--- config.mk ---
export PLATFORM = sky130hd
export DESIGN_NAME = ps2_scancode_decoder
export DESIGN_NICKNAME = d
export VERILOG_FILES = /design/src/rtl/ps2_scancode_decoder.sv
export SDC_FILE = /design/constraint.sdc
export NUM_CORES = 1
export LEC_CHECK = 0
export ABC_AREA = 1
export BUFFER_PORTS_ARGS = -buffer_cell sky130_fd_sc_hd__buf_2
export CAP_MARGIN = 20
export CORE_MARGIN = 2
export CORE_UTILIZATION = 61
export CTS_CLUSTER_SIZE = 20
export DETAILED_ROUTE_END_ITERATION = 8
export GPL_ROUTABILITY_DRIVEN = 1
export PLACE_DENSITY = 0.79
export SYNTH_ARGS = -nofsm -noshare
export SYNTH_HDL_FRONTEND = slang
export SYNTH_SLANG_ARGS = --single-unit
--- constraint.sdc ---
create_clock -name clk -period 3.4 [get_ports clk]
set_clock_uncertainty 0.05 [all_clocks]
set_input_delay 0.51 -clock clk [delete_from_list [all_inputs] [get_ports clk]]
set_output_delay 0.51 -clock clk [all_outputs]
set_load 0.01 [all_outputs]
--- src/rtl/ps2_scancode_decoder.sv ---
// PS/2 Set 2 scancode decoder: handles the F0/E0 prefixes, tracks Shift
// and Caps Lock, and queues make events in a show-ahead FIFO.
module ps2_scancode_decoder #(
  parameter int DEPTH = 8
) (
  input  logic                     clk,
  input  logic                     rst_n,
  input  logic                     code_valid,
  input  logic [7:0]               code_byte,
  input  logic                     rd_en,
  output logic [7:0]               key_data,
  output logic                     empty,
  output logic                     full,
  output logic [$clog2(DEPTH):0]   count,
  output logic                     overflow,
  output logic                     shift_held,
  output logic                     caps_lock
);

  localparam int AW = $clog2(DEPTH);
  localparam int CW = AW + 1;
  localparam logic [CW-1:0] FULL_CNT = CW'(DEPTH);

  typedef enum logic [1:0] {
    S_IDLE,
    S_BRK,
    S_EXT,
    S_EXT_BRK
  } state_e;

  state_e state_q, state_d;
  logic lsh_q, lsh_d, rsh_q, rsh_d;
  logic caps_q, caps_d;
  logic push;
  logic [7:0] push_data;
  logic [8:0] nm, em;

  logic [7:0]    mem_q [DEPTH];
  logic [AW-1:0] wr_q, rd_q;
  logic [CW-1:0] cnt_q;
  logic          ovf_q;
  logic          do_push, do_pop;

  // Bit 8 flags a mapped code; bits 7:0 carry the ASCII/key value.
  function automatic logic [8:0] map_normal(input logic [7:0] c,
                                            input logic up);
    logic [7:0] ltr, oth;
    ltr = 8'h00;
    oth = 8'h00;
    case (c)
      8'h1C: ltr = 8'h61;
      8'h32: ltr = 8'h62;
      8'h21: ltr = 8'h63;
      8'h23: ltr = 8'h64;
      8'h24: ltr = 8'h65;
      8'h2B: ltr = 8'h66;
      8'h34: ltr = 8'h67;
      8'h33: ltr = 8'h68;
      8'h43: ltr = 8'h69;
      8'h3B: ltr = 8'h6A;
      8'h42: ltr = 8'h6B;
      8'h4B: ltr = 8'h6C;
      8'h3A: ltr = 8'h6D;
      8'h31: ltr = 8'h6E;
      8'h44: ltr = 8'h6F;
      8'h4D: ltr = 8'h70;
      8'h15: ltr = 8'h71;
      8'h2D: ltr = 8'h72;
      8'h1B: ltr = 8'h73;
      8'h2C: ltr = 8'h74;
      8'h3C: ltr = 8'h75;
      8'h2A: ltr = 8'h76;
      8'h1D: ltr = 8'h77;
      8'h22: ltr = 8'h78;
      8'h35: ltr = 8'h79;
      8'h1A: ltr = 8'h7A;
      8'h45: oth = 8'h30;
      8'h16: oth = 8'h31;
      8'h1E: oth = 8'h32;
      8'h26: oth = 8'h33;
      8'h25: oth = 8'h34;
      8'h2E: oth = 8'h35;
      8'h36: oth = 8'h36;
      8'h3D: oth = 8'h37;
      8'h3E: oth = 8'h38;
      8'h46: oth = 8'h39;
      8'h29: oth = 8'h20;
      8'h5A: oth = 8'h0D;
      8'h66: oth = 8'h08;
      8'h76: oth = 8'h1B;
      8'h0D: oth = 8'h09;
      default: ;
    endcase
    if (ltr != 8'h00)
      return {1'b1, up ? (ltr - 8'h20) : ltr};
    if (oth != 8'h00)
      return {1'b1, oth};
    return 9'h000;
  endfunction

  function automatic logic [8:0] map_ext(input logic [7:0] c);
    case (c)
      8'h75:   return 9'h180;
      8'h72:   return 9'h181;
      8'h6B:   return 9'h182;
      8'h74:   return 9'h183;
      8'h6C:   return 9'h184;
      8'h69:   return 9'h185;
      8'h71:   return 9'h17F;
      8'h5A:   return 9'h10D;
      default: return 9'h000;
    endcase
  endfunction

  always_comb begin
    state_d   = state_q;
    lsh_d     = lsh_q;
    rsh_d     = rsh_q;
    caps_d    = caps_q;
    push      = 1'b0;
    push_data = 8'h00;
    nm = map_normal(code_byte, (lsh_q | rsh_q) ^ caps_q);
    em = map_ext(code_byte);
    if (code_valid) begin
      case (state_q)
        S_IDLE: begin
          if (code_byte == 8'hF0) state_d = S_BRK;
          else if (code_byte == 8'hE0) state_d = S_EXT;
          else if (code_byte == 8'hFA || code_byte == 8'hAA ||
                   code_byte == 8'hEE || code_byte == 8'hFE) ;
          else if (code_byte == 8'h12) lsh_d = 1'b1;
          else if (code_byte == 8'h59) rsh_d = 1'b1;
          else if (code_byte == 8'h58) caps_d = ~caps_q;
          else begin
            push      = nm[8];
            push_data = nm[7:0];
          end
        end
        S_BRK: begin
          state_d = S_IDLE;
          if (code_byte == 8'h12) lsh_d = 1'b0;
          if (code_byte == 8'h59) rsh_d = 1'b0;
        end
        S_EXT: begin
          if (code_byte == 8'hF0) state_d = S_EXT_BRK;
          else begin
            state_d   = S_IDLE;
            push      = em[8];
            push_data = em[7:0];
          end
        end
        default: state_d = S_IDLE;
      endcase
    end
  end

  always_ff @(posedge clk or negedge rst_n) begin
    if (!rst_n) begin
      state_q <= S_IDLE;
      lsh_q   <= 1'b0;
      rsh_q   <= 1'b0;
      caps_q  <= 1'b0;
    end else begin
      state_q <= state_d;
      lsh_q   <= lsh_d;
      rsh_q   <= rsh_d;
      caps_q  <= caps_d;
    end
  end

  assign empty   = (cnt_q == '0);
  assign full    = (cnt_q == FULL_CNT);
  assign do_pop  = rd_en & ~empty;
  // A pop in the same cycle frees the slot a full FIFO needs.
  assign do_push = push & (~full | do_pop);

  always_ff @(posedge clk or negedge rst_n) begin
    if (!rst_n) begin
      wr_q  <= '0;
      rd_q  <= '0;
      cnt_q <= '0;
      ovf_q <= 1'b0;
    end else begin
      if (do_push) wr_q <= wr_q + 1'b1;
      if (do_pop)  rd_q <= rd_q + 1'b1;
      if (do_push && !do_pop) cnt_q <= cnt_q + 1'b1;
      else if (!do_push && do_pop) cnt_q <= cnt_q - 1'b1;
      if (push && !do_push) ovf_q <= 1'b1;
    end
  end

  always_ff @(posedge clk) begin
    if (do_push) mem_q[wr_q] <= push_data;
  end

  assign key_data   = empty ? 8'h00 : mem_q[rd_q];
  assign count      = cnt_q;
  assign overflow   = ovf_q;
  assign shift_held = lsh_q | rsh_q;
  assign caps_lock  = caps_q;

endmodule

### Word level (Yosys, flattened, before mapping)

Memories as Yosys holds them, arrays and structs flattened.
Index checks and enable logic that the tools add are counted.

* memories: 1
* word-level logic and storage cells: 165
* register bits after elaboration: 16
* input port bits: 12
* bits in writable memories: 64
* output and inout port bits: 17

Memory list
* mem_q: words 8, bits a word 8, read ports 1, clocked after Yosys merged registers in 0, write ports 1, line 38 `logic [7:0] mem_q [DEPTH];`

* equal/unequal tests: 69
* add/subtract/negate cells: 5
* reduce and logical (&&, ||, !) cells: 18
* mux-type cells: 51
* bitwise logic cells: 13

Operators by type and width (count)
* $eq 8x6->1 const B: 23
* $pmux 7 s26: 1
* $eq 8x7->1 const B: 19
* $pmux 6 s15: 1
* $mux 8: 10
* $pmux 9 s8: 1
* $eq 8x5->1 const B: 8
* $eq 8x8->1 const B: 6
* $mux 9: 4
* $mux 1: 24
* $ne 2x2->1 const B: 8
* $pmux 8 s2: 1
* $reduce_and 8->1: 2
* $reduce_bool 8->1: 2
* $eq 8x4->1 const B: 1
* $mux 4: 2
* $not 1->1: 8
* $sub 8x6->8 const B: 1
* $reduce_and 7->1: 1
* $add 3x1->3 const B: 2
* $mux 2: 3
* $pmux 1 s2: 3
* $add 4x1->4 const B: 1
* $eq 4x4->1 const B: 1
* 15 further kinds: 23

### Longest topological paths before layout

Gate-level depths: netlist of run 1.

* depth after elaboration: 21
* gate-level depth with buffers: 23
* depth with buffers taken out: 23

### Worst setup path after synthesis of run 1

Ideal clock, no wire load.

* kind: input-to-reg
* from: input port code_byte[7]
* to: register cnt_q[3], in the netlist count[3]
* required time: 3.228 ns
* cell stages on the path: 22
* setup time: 0.122 ns
* arrival time: 2.788 ns
* buffers on the path: 0
* slack: 0.440 ns
* path through: inv_1 nand2_1 nor2_1 nand2_1 o21ai_1 nor2_1 nand2_1 nor2_2 nand2_4 nand2_2 nand2_4 nand3_2 inv_1 ha_1 inv_1 ha_1 a21o_1 a21oi_1 nor2_1 nor2_1 nand2_1 xor2_1

* cells in the longest elaborated chain, start to end: 19
* elaborated cells on any way between the ends: 86
* classes of those cells: 57 x eq/ne; 19 x mux; 1 x bitwise; 9 x reduce/logical

Ends and longest elaborated chain
* start: declaration: line 9 `input logic [7:0] code_byte,`
* $eq 8x4->1 (tied with other cells): line 50 `case (c)`
* $pmux 6 s15: line 50
* $reduce_bool 8->1: line 96 `if (oth != 8'h00)`
* $mux 1 (2 in series): line 96
* $mux 9: line 98 `return 9'h000;`
* $mux 9: line 96
* $mux 1: line 133 `else if (code_byte == 8'h58) caps_d = ~caps_q;`
* $mux 1: line 132 `else if (code_byte == 8'h59) rsh_d = 1'b1;`
* [3 not listed]
* $mux 1: line 127 `if (code_byte == 8'hF0) state_d = S_BRK;`
* $pmux 1 s2 (*): line 125 `case (state_q)`
* $mux 1 (*): line 124 `if (code_valid) begin`
* $and 1x1->1 (*): line 175 `assign do_push = push & (~full | do_pop);`
* via do_push: line 42 `logic do_push, do_pop;`
* $logic_not 1->1: line 187 `else if (!do_push && do_pop) cnt_q <= cnt_q - 1'b1;`
* $logic_and 1x1->1: line 187
* $reduce_bool 2->1 (no source line)
* end signal: assignment: line 186 `if (do_push && !do_pop) cnt_q <= cnt_q + 1'b1;`
* end signal: assignment: line 187
* end: declaration: line 40 `logic [CW-1:0] cnt_q;`

Mark *: on every way through the listed nets, which the timed path passes. The rest lies on a longest branch. The select of a mux whose other input is x is not followed.
A chain may end at the register's enable or synchronous reset.

### Worst setup path in the final report of run 1

* from: input port code_byte[2]
* to: register cnt_q[3], in the netlist count[3]

The elaborated chain is that of the path after synthesis.

==> results of run 1 <==
==> metrics by stage <==
| step | hold WS (ns) | worst slack [ns] | cell area (um2) |
|---|---|---|---|
| 2_1_floorplan | 0.1644 | 0.4404 | 4457 |
| 3_3_place_gp | 0.4068 | 0.02667 | 4881 |
| 3_5_place_dp | 0.4072 | -0.1513 | 4881 |
| 4_1_cts | 0.02928 | 0.2300 | 5137 |
| 5_1_grt | 0.05164 | 0.02098 | 5140 |
| 6_report | 0.02621 | 0.2585 | 5140 |
==> routing by layer <==
layer  wire length (um)  vias up
li1                   -     1906
met1               4430     1803
met2               5779      158
met3                694       42
met4                495        0
met5                  0        -
==> power by group through the flow <==
stage               Clock, mW  Sequential [mW]  Combinational, mW
floorplan                   0             1.26              0.829
global placement            0             1.24               1.22
detailed placement          0             1.25               1.27
CTS                     0.898             1.23               1.28
global route            0.934             1.24               1.44
finish                  0.900             1.23               1.28
==> cell usage after synthesis <==
cell | count | area share (%)
a21o_1 | 1 | 0.17
a21oi_1 | 16 | 1.8
a21oi_2 | 1 | 0.20
a31oi_1 | 9 | 1.3
and2_1 | 1 | 0.14
buf_2 | 1 | 0.11
clkbuf_1 | 10 | 0.84
clkinv_1 | 2 | 0.17
dfrtp_1 | 16 | 9.0
edfxtp_1 | 64 | 43
fa_1 | 1 | 0.45
ha_1 | 7 | 2.0
inv_1 | 34 | 2.9
inv_2 | 5 | 0.42
mux2_2 | 1 | 0.25
nand2_1 | 107 | 9.0
nand2_2 | 3 | 0.42
nand2_4 | 2 | 0.51
nand3_1 | 23 | 2.6
nand3_2 | 1 | 0.22
nand3b_1 | 1 | 0.17
nand4_1 | 5 | 0.70
nand4_4 | 2 | 0.95
nor2_1 | 121 | 10
nor2_2 | 7 | 0.98
nor2_4 | 1 | 0.25
nor3_1 | 9 | 1.0
nor3b_1 | 1 | 0.17
nor4_1 | 1 | 0.14
nor4b_1 | 1 | 0.20
o211ai_1 | 1 | 0.17
o21a_1 | 2 | 0.34
o21ai_0 | 51 | 5.7
o21ai_1 | 3 | 0.34
o21bai_1 | 1 | 0.17
o22ai_1 | 9 | 1.3
o31ai_1 | 1 | 0.17
xnor2_1 | 2 | 0.39
xor2_1 | 6 | 1.2
==> timing repair <==
action / CTS / global route
setup endpoints to repair: 0 / 1
gates resized for setup: 0 / 1
hold buffers: 0 / 0
==> registers in the layout, indices dropped and copies added (netlist names) <==
register and count:
overflow 1, count 4, caps_lock 1, state_q 2
lsh_q 1, rsh_q 1, rd_q 3, mem_q 64
wr_q 3
==> critical path, delay by kind of cell <==
family,cells,cell delay (ns)
xor gates and xnor gates,1,0.14
adders and majority gates,2,0.45
and+or+nand+nor,10,1.25
buffers and inverters,3,0.32
AOI/OAI and AO/OA,4,0.67
==> cell type report <==
cell class | count | area (um2)
Multi-Input combinational cell | 398 | 1941
Clock inverter | 7 | 132.6
Fill cell | 561 | 2036
Inverter | 41 | 153.9
Clock buffer | 9 | 123.9
Timing Repair Buffer | 55 | 342.8
Tap cell | 99 | 123.9
Sequential cell | 80 | 2322
==> cells by family (layout without fill, tap and decap cells) <==
group	count (synthesis)	in the layout	synth area share (%)
multiplexers	1	1	0.2526
AND/OR/NAND/NOR	286	286	27.65
flip-flops	80	80	52.11
buffers and inverters	52	112	4.408
adder cells (fa/ha/maj)	8	8	2.414
AO/OA/AOI/OAI	95	95	11.59
XOR/XNOR	8	8	1.572
==> cell usage in the layout (no fill, tap or decap), drive strengths merged, types with 9 or more instances in the layout <==
cell / n
inv: 43
dfrtp: 16
buf: 55
edfxtp: 64
a21oi: 17
nand2: 112
nor2: 129
o22ai: 9
clkbuf: 9
o21ai: 54
nand3: 24
a31oi: 9
nor3: 9
==> how the worst min path moves through the flow <==
| stage | slack [ns] | to | from | cells past startpoint |
|---|---|---|---|---|
| global placement | 0.41 | count[0] | rst_n | 1 |
| global route | 0.05 | count[0] | rst_n | 1 |
| finish | 0.03 | count[0] | rst_n | 1 |
| CTS | 0.03 | count[3] | rst_n | 1 |
| floorplan | 0.16 | caps_lock | rst_n | 0 |
| detailed placement | 0.41 | count[3] | rst_n | 1 |
==> impl_results.md, run 1 <==
- Core Area: 0.007176 mm2
- Met2 usage: 53.80%
- Drt drc: 0
- Rows: 31
- Global-route usage over all layers: 29.81%
- Crit-path max FO: 6
- Vias per inst: 5.673
- Worst reg2reg endpoint: count[3]
- RSZ-0062 raised after global routing: false
- Setup repair bufs after CTS: 0
- Final WL: 11400 um
- Critical path's most frequent cell: nand2_1
- Yosys warnings: 0
- Total power per unit cell area: 663.1 mW/mm2
- Pin count of the biggest net entering global routing: 34
- Achievable frequency: 318.3 MHz
- Min Tclk post-route: 3.142 ns
- Initial antenna violation count: 0
- Flop pwr share: 36.0%
- Die H: 89.48 um
- Reg-to-Reg Start: state_q[1]
- DR vias: 3909
- Clk buf depth: 2
- Syn_nets: 550
- Final setup violation count: 0
- Max VDD drop: 390.2 uV
- Combinational fraction of design power: 37.6%
- Sequential element share of the synthesized area: 52.11%
- Total Power: 3.408 mW
- Area Growth Syn to Fin: 15.33%
- Final Non-Filler Cells: 689
- Synth unique cells: 39
- R2R cell count: 18
- Crit-path slowest cell: ha_1
- CP Data Arrival Time: 3.34 ns
- Post-route ant nets: 0
- Flop-to-flop setup slack: 0.41 ns
- H-tree levels: 3
- TNS Setup: 0 ns
- Drt initial violations: 324
- CTS Buf Count: 9
- Net switching power: 1.296 mW
- Clock transition at path regs: 0.09 ns
- Clock power frac: 26.4%
- Max stage delay on crit path: 0.24 ns
- Worst Setup EP: count[3]
- First-pass GRT wire length: 17770 um
- Maxcap violations: 0
- # nets final: 605
- Share of cells above drive strength 1: 16.10%
- GR Overflow Total: 0
- Fin crit share: 92.40%
- Post-synth design cell area: 0.004457 mm2
- Crit-path cells: buf_2, nor2_2, nand2_1, nor2_2, nor3_1, o21ai_0, nand2_1, a21oi_2, nand2_4, nand3_2, inv_1, ha_1, inv_1, ha_1, a21o_1, a21oi_1, nor2_1, nor2_1, nand2_1, xor2_1
- Final Max Tran Viols: 0
- Utilization after layout: 71.63%
- Synthesized netlist cell count: 530
- IO Count: 29
- Worst Hold Class: in -> async
- M1 GR Usage: 33.83%
- Initial core utilization: 62.11%
- Setup crit start kind: input port
- Internal: 2.112 mW
- CP startpoint: code_byte[2]
- Sw frac: 38.04%
- CTS sink count: 80
- DP Wirelength: 8285 um
- Die ar.: 0.008006 mm2
- Final hold vios: 0
- Max transition margin: 53.14%
- Leak: 2.239 nW
- Placed insts: 673
- Drt first pass iters: 5
- Port bufs: 28
- Vias in the first global route: 3796
- Wire per inst: 16.55 um
- Seq cells post-synth: 80
- Kind of critical path: in -> reg
- Outcome: complete, no violations
- Req. time, crit path: 3.59 ns
- Antenna fix cells: 0
- Met3 Usage GRT: 5.355%
- Element type at the critical path end: register
- Die width: 89.48 um
- Syn_area_per_cell: 8.409 um2
- Gr busiest metal: met2
- Clock Latency Late Sink: 0.35 ns
- CTS Root Cell: clkbuf_8
- RePlAce Congestion: 0.9708
- Worst Max-Slew Pin Slew: 0.7029 ns
- CTS tree: yes
(Power assumes the default switching activity.)
==> inputs of run 2 (changes only) <==
--- a/config.mk
+++ b/config.mk
@@ -8,12 +8,14 @@
 export ABC_AREA = 1
 export BUFFER_PORTS_ARGS = -buffer_cell sky130_fd_sc_hd__buf_2
 export CAP_MARGIN = 20
+export CELL_PAD_IN_SITES_DETAIL_PLACEMENT = 2
+export CELL_PAD_IN_SITES_GLOBAL_PLACEMENT = 2
 export CORE_MARGIN = 2
-export CORE_UTILIZATION = 61
+export CORE_UTILIZATION = 37
 export CTS_CLUSTER_SIZE = 20
 export DETAILED_ROUTE_END_ITERATION = 8
 export GPL_ROUTABILITY_DRIVEN = 1
-export PLACE_DENSITY = 0.79
+export PLACE_DENSITY = 0.78
 export SYNTH_ARGS = -nofsm -noshare
 export SYNTH_HDL_FRONTEND = slang
 export SYNTH_SLANG_ARGS = --single-unit
==> run 2 against run 1 <==
Effect of this change: sequential power hardly changed; hold slack improved by 0.0065 ns; critical path type unchanged; non-clock buffer count increased by 12; fmax rose by 0.10%; register-to-register slack better by 0.15 ns; wire length is 42% higher.
==> impl_results.md, run 2 (same netlist as run 1, synthesis figures left out) <==
- TNS Setup: 0 ns
- Die width: 113.8 um
- Reg with most FFs: mem_q
- Drt drc: 0
- Final setup violation count: 0
- GR Overflow Total: 0
- CTS sink count: 80
- Rows: 40
- Clock transition at path regs: 0.06 ns
- Fin crit share: 92.30%
- Setup repair bufs after CTS: 0
- Crit-path max FO: 6
- Flop-to-flop setup slack: 0.56 ns
- DP Wirelength: 11780 um
- Core Area: 0.01186 mm2
- Placed insts: 733
- Clk buf depth: 2
- Post_cts resized: 0
- Worst path bufs/invs: 4
- Achievable frequency: 318.7 MHz
- CTS Buf Count: 9
- Vias per inst: 5.539
- Worst reg2reg endpoint: count[3]
- Initial antenna violation count: 0
- Utilization after layout: 45.22%
- Critical path's most frequent cell: nand2_1
- CP Data Arrival Time: 3.31 ns
- Kind of critical path: in -> reg
- Max transition margin: 37.49%
- Final WL: 16160 um
- Element type at the critical path end: register
- Final hold vios: 0
- Post-Place Cell Area: 0.005031 mm2
- Area Growth Syn to Fin: 20.35%
- Worst path top cell family by delay: simple AND/OR/NAND/NOR gates
- H-tree levels: 3
- DR vias: 4149
- Setup crit start kind: input port
- Drt initial violations: 220
- Pin count of the biggest net entering global routing: 34
- Worst Max-Slew Pin Slew: 0.9366 ns
- Port bufs: 28
- Max VDD drop: 458.2 uV
- Worst Hold Class: in -> async
- CTS tree: yes
- Antenna fix cells: 0
- Outcome: complete, no violations
- Wire per inst: 21.58 um
- Final Max Tran Viols: 0
- Most common cell after layout, fill and taps aside: nor2_1
- Max stage delay on crit path: 0.27 ns
- Crit-path cells: buf_2, nand2_1, buf_4, nor2_1, nand2_1, nand2_1, nor2_1, nand2_1, nor2_4, nand2_4, nand2_2, nand2_4, nand3_2, inv_1, ha_1, inv_1, ha_1, a21o_1, a21oi_2, nor2_1, nor2_1, nand2_1, xor2_1
- Share of cells above drive strength 1: 18.77%
- Req. time, crit path: 3.58 ns
- Vias in the first global route: 4599
- Initial core utilization: 37.57%
- Final Non-Filler Cells: 749
- Fin area: 0.005364 mm2
- RePlAce Congestion: 0.9193
- IO Count: 29
- Crit-path slowest cell: ha_1
- Leak: 2.318 nW
- Total power per unit cell area: 671.3 mW/mm2
- Die ar.: 0.01294 mm2
- First-pass GRT wire length: 25830 um
- Min Tclk post-route: 3.138 ns
- Number of flip-flops under the largest register name: 64
- Reg-to-Reg Start: state_q[1]
- CTS Root Cell: clkbuf_16
- Cts hold-fix bufs: 0
- Maxcap violations: 0
- R2R cell count: 18
- Global-route usage over all layers: 26.52%
- Post-route ant nets: 0
- Drt first pass iters: 4
- Most frequent cells in the layout: nor2_1 (119), nand2_1 (106), edfxtp_1 (64)
- Clock Latency Late Sink: 0.34 ns
- Die H: 113.8 um
- # nets final: 617
run 2: area by class of cell:
type,count,area [um2]
clock buffer,10,229.0
fill,1324,6497
sequential,80,2322
multi-input combinational,398,1982
inverter,41,153.9
timing repair buffer,67,432.9
tap,147,183.9
clock inverter,6,60.06
run 2: how the worst max path moves through the flow:
stage / slack [ns] / to / depth (start not counted) / start
3_5_place_dp: -0.17 / count[3] / 21 / code_byte[0]
3_3_place_gp: -0.02 / count[3] / 23 / code_byte[7]
4_1_cts: 0.12 / count[3] / 23 / code_byte[7]
6_report: 0.26 / count[3] / 23 / code_byte[3]
5_1_grt: -0.003 / count[3] / 24 / code_byte[6]
2_1_floorplan: 0.44 / count[3] / 22 / code_byte[7]
run 2: report_power, final:
group	internal (mW)	total [mW]	switching, mW
Clock	0.565	0.956	0.391
Combinational	0.478	1.41	0.927
Sequential	1.15	1.24	0.0943
Total	2.19	3.60	1.41
run 2: routing by layer:
metal  up-vias  global-route usage (%)  part of all wire, %
li1       1929                       -                    -
met5         -                       0                    0
met4         0                   6.179                  1.7
met2        83                   45.55                   50
met1      2119                   34.61                   45
met3        18                   5.526                  3.8
run 2: worst reg2reg max path, cell delays in order (launching register included):
cell     delay [ns]
dfrtp_1        0.41
nor2_2         0.13
inv_1          0.07
nor2_1         0.15
nand3_1        0.09
nor2_1         0.21
nand2_2        0.12
nand2_4        0.09
nand3_2        0.08
inv_1          0.08
ha_1           0.16
inv_1          0.08
ha_1           0.27
a21o_1         0.20
a21oi_2        0.15
nor2_1         0.06
nor2_1         0.09
nand2_1        0.08
xor2_1         0.14
run 2: stage by stage:
stage	setup slack (ns)	hold WS [ns]	power [mW]
after floorplan	0.4404	0.1644	2.085
after global placement	-0.01573	0.3934	2.531
after detailed placement	-0.1750	0.4031	2.643
after CTS	0.1215	0.03085	3.625
after global routing	-0.003364	0.04133	3.832
final	0.2618	0.03267	3.601
==> inputs of run 3 (changes only) <==
==> constraint.sdc (replaced) <==
create_clock -name clk -period 3.4 [get_ports clk]
set_clock_uncertainty 0.05 [all_clocks]
set_input_delay 0.68 -clock clk [delete_from_list [all_inputs] [get_ports clk]]
set_output_delay 0.68 -clock clk [all_outputs]
set_load 0.01 [all_outputs]
==> run 3 against run 2 <==
Effect of this change: the flow now finishes with violations (negative setup slack); hold slack gained 0.16 ns; first-iteration DRC count up 85%; wire length increased by 38%; critical path type unchanged; critical endpoint unchanged; highest routed layer unchanged.
==> impl_results.md, run 3 (same netlist as run 1, synthesis figures left out) <==
- Outcome: finished, violations left
- Failing checks: negative setup slack
- Leak: 2.648 nW
- Cts hold-fix bufs: 0
- Setup crit start kind: input port
- RePlAce Congestion: 0.8916
- Total Power: 3.862 mW
- CTS sink count: 80
- Multi-input logic area: 0.002271 mm2
- Req. time, crit path: 3.59 ns
- Clock Latency Late Sink: 0.35 ns
- Area Growth Syn to Fin: 35.43%
- Max transition margin: 39.74%
- Net switching power: 1.604 mW
- Fin area: 0.006036 mm2
- Sw frac: 41.54%
- Rows: 40
- Utilization after layout: 50.89%
- CTS Root Cell: clkbuf_16
- TNS Setup: -0.002559 ns
- Most common cell after layout, fill and taps aside: nor2_1
- Drt first pass iters: 5
- Port bufs: 28
- First-pass GRT wire length: 28640 um
- Most frequent cells in the layout: nor2_1 (94), buf_4 (89), nand2_1 (74)
- Flop pwr share: 32.2%
- Die width: 113.8 um
- Initial antenna violation count: 0
- Drt initial violations: 406
- # fillers: 1277
- CTS Buf Count: 9
- Final Max Tran Viols: 0
- Die ar.: 0.01294 mm2
- Core Area: 0.01186 mm2
- Crit-path max FO: 5
- Crit-path cells: clkbuf_4, nand2_4, inv_1, buf_4, nand2_1, nor2_1, nor2_1, nand2_2, nor2_2, nand2_2, a21oi_4, nand2_4, nand3_2, inv_1, ha_2, inv_2, ha_1, a21o_1, a21oi_2, nor2_1, nor2_1, nand2_1, xor2_1
- # nets final: 665
- Final setup violation count: 1
- Fin crit share: 100.1%
- Clock power frac: 26.8%
- CTS tree: yes
- Initial core utilization: 37.57%
- Clock transition at path regs: 0.07 ns
- Worst Hold Class: in -> async
- H-tree levels: 3
- Placed insts: 776
- Wire per inst: 28.05 um
- Critical path's most frequent cell: nor2_1
- Final hold vios: 0
- Vias per inst: 5.930
- Internal: 2.258 mW
- Pre-CTS setup slack: -0.4702 ns
- Share of cells above drive strength 1: 35.23%
- Reg with most FFs: mem_q
- Number of flip-flops under the largest register name: 64
- Drt drc: 0
- Die H: 113.8 um
- CP Data Arrival Time: 3.59 ns
- Post-route ant nets: 0
- Clk buf depth: 2
- Kind of critical path: in -> reg
- Antenna fix cells: 0
- Global-route usage over all layers: 29.81%
- Reg area: 0.002322 mm2
- Pin count of the biggest net entering global routing: 34
- Post-Place Cell Area: 0.005354 mm2
- Final Non-Filler Cells: 797
- Vias in the first global route: 5020
- Total power per unit cell area: 639.9 mW/mm2
- Worst Max-Slew Pin Slew: 0.9030 ns
- Achievable frequency: 293.9 MHz
- Maxcap violations: 0
- Max stage delay on crit path: 0.25 ns
- DR vias: 4726
- DP Wirelength: 13790 um
- GR Overflow Total: 0
- Final worst setup slack: -0.002559 ns
- Element type at the critical path end: register
- Hold Slack: 0.1912 ns
- Max VDD drop: 449.7 uV
- Final WL: 22360 um
- Combinational fraction of design power: 41.0%
- Crit-path slowest cell: ha_1
- Min Tclk post-route: 3.403 ns
- IO Count: 29
## run 3: worst paths after layout
path | start | end | slack [ns] | depth (start not counted)
min in group clk | overflow | overflow | 0.43 | 1
setup reg to reg | state_q[0] | count[3] | 0.41 | 18
hold reg to reg | overflow | overflow | 0.43 | 1
hold / removal | rst_n | count[2] | 0.19 | 1
setup / recovery | code_byte[2] | count[3] | -0.003 | 23
max in group asynchronous | rst_n | lsh_q | 2.82 | 1
## run 3: metal layers
metal | wire [um] | share of wire [%] | vias to the layer above | global-route usage [%]
met5 | 0 | 0 | - | 0
li1 | - | - | 2035 | -
met1 | 8961 | 40 | 2431 | 36.73
met3 | 1083 | 4.8 | 71 | 3.719
met4 | 974 | 4.4 | 0 | 12.11
met2 | 11340 | 51 | 189 | 53.05
## run 3: area by class of cell
cell class	count	area share, %
Clock buffer	11	4.022
Inverter	41	2.633
Clock inverter	5	0.9328
Tap cell	147	3.047
Sequential cell	80	38.47
Timing Repair Buffer	115	13.27
Multi-Input combinational cell	398	37.62
## run 3: timing repair
item                       4_1_cts  5_1_grt
gates cloned                     0        0
buffers inserted                 0        5
setup endpoints to repair        1        3
hold endpoints to repair         0        0
pin swaps                        2       19
resized for setup                9      104
## run 3: power by group through the flow
stage / Clock, mW / Sequential, mW / Combinational (mW)
after floorplan: 0 / 1.26 / 0.829
after global placement: 0 / 1.24 / 1.30
after detailed placement: 0 / 1.26 / 1.41
after CTS: 1.01 / 1.24 / 1.45
after global routing: 1.07 / 1.25 / 1.74
final: 1.04 / 1.24 / 1.58
## run 3: worst max-delay path, delay by kind of cell
kind            cells  cell delay (ns)
buf+inv             5             0.53
compound gates      3             0.56
xor+xnor            1             0.14
fa+ha+maj           2             0.45
simple gates       12             1.19
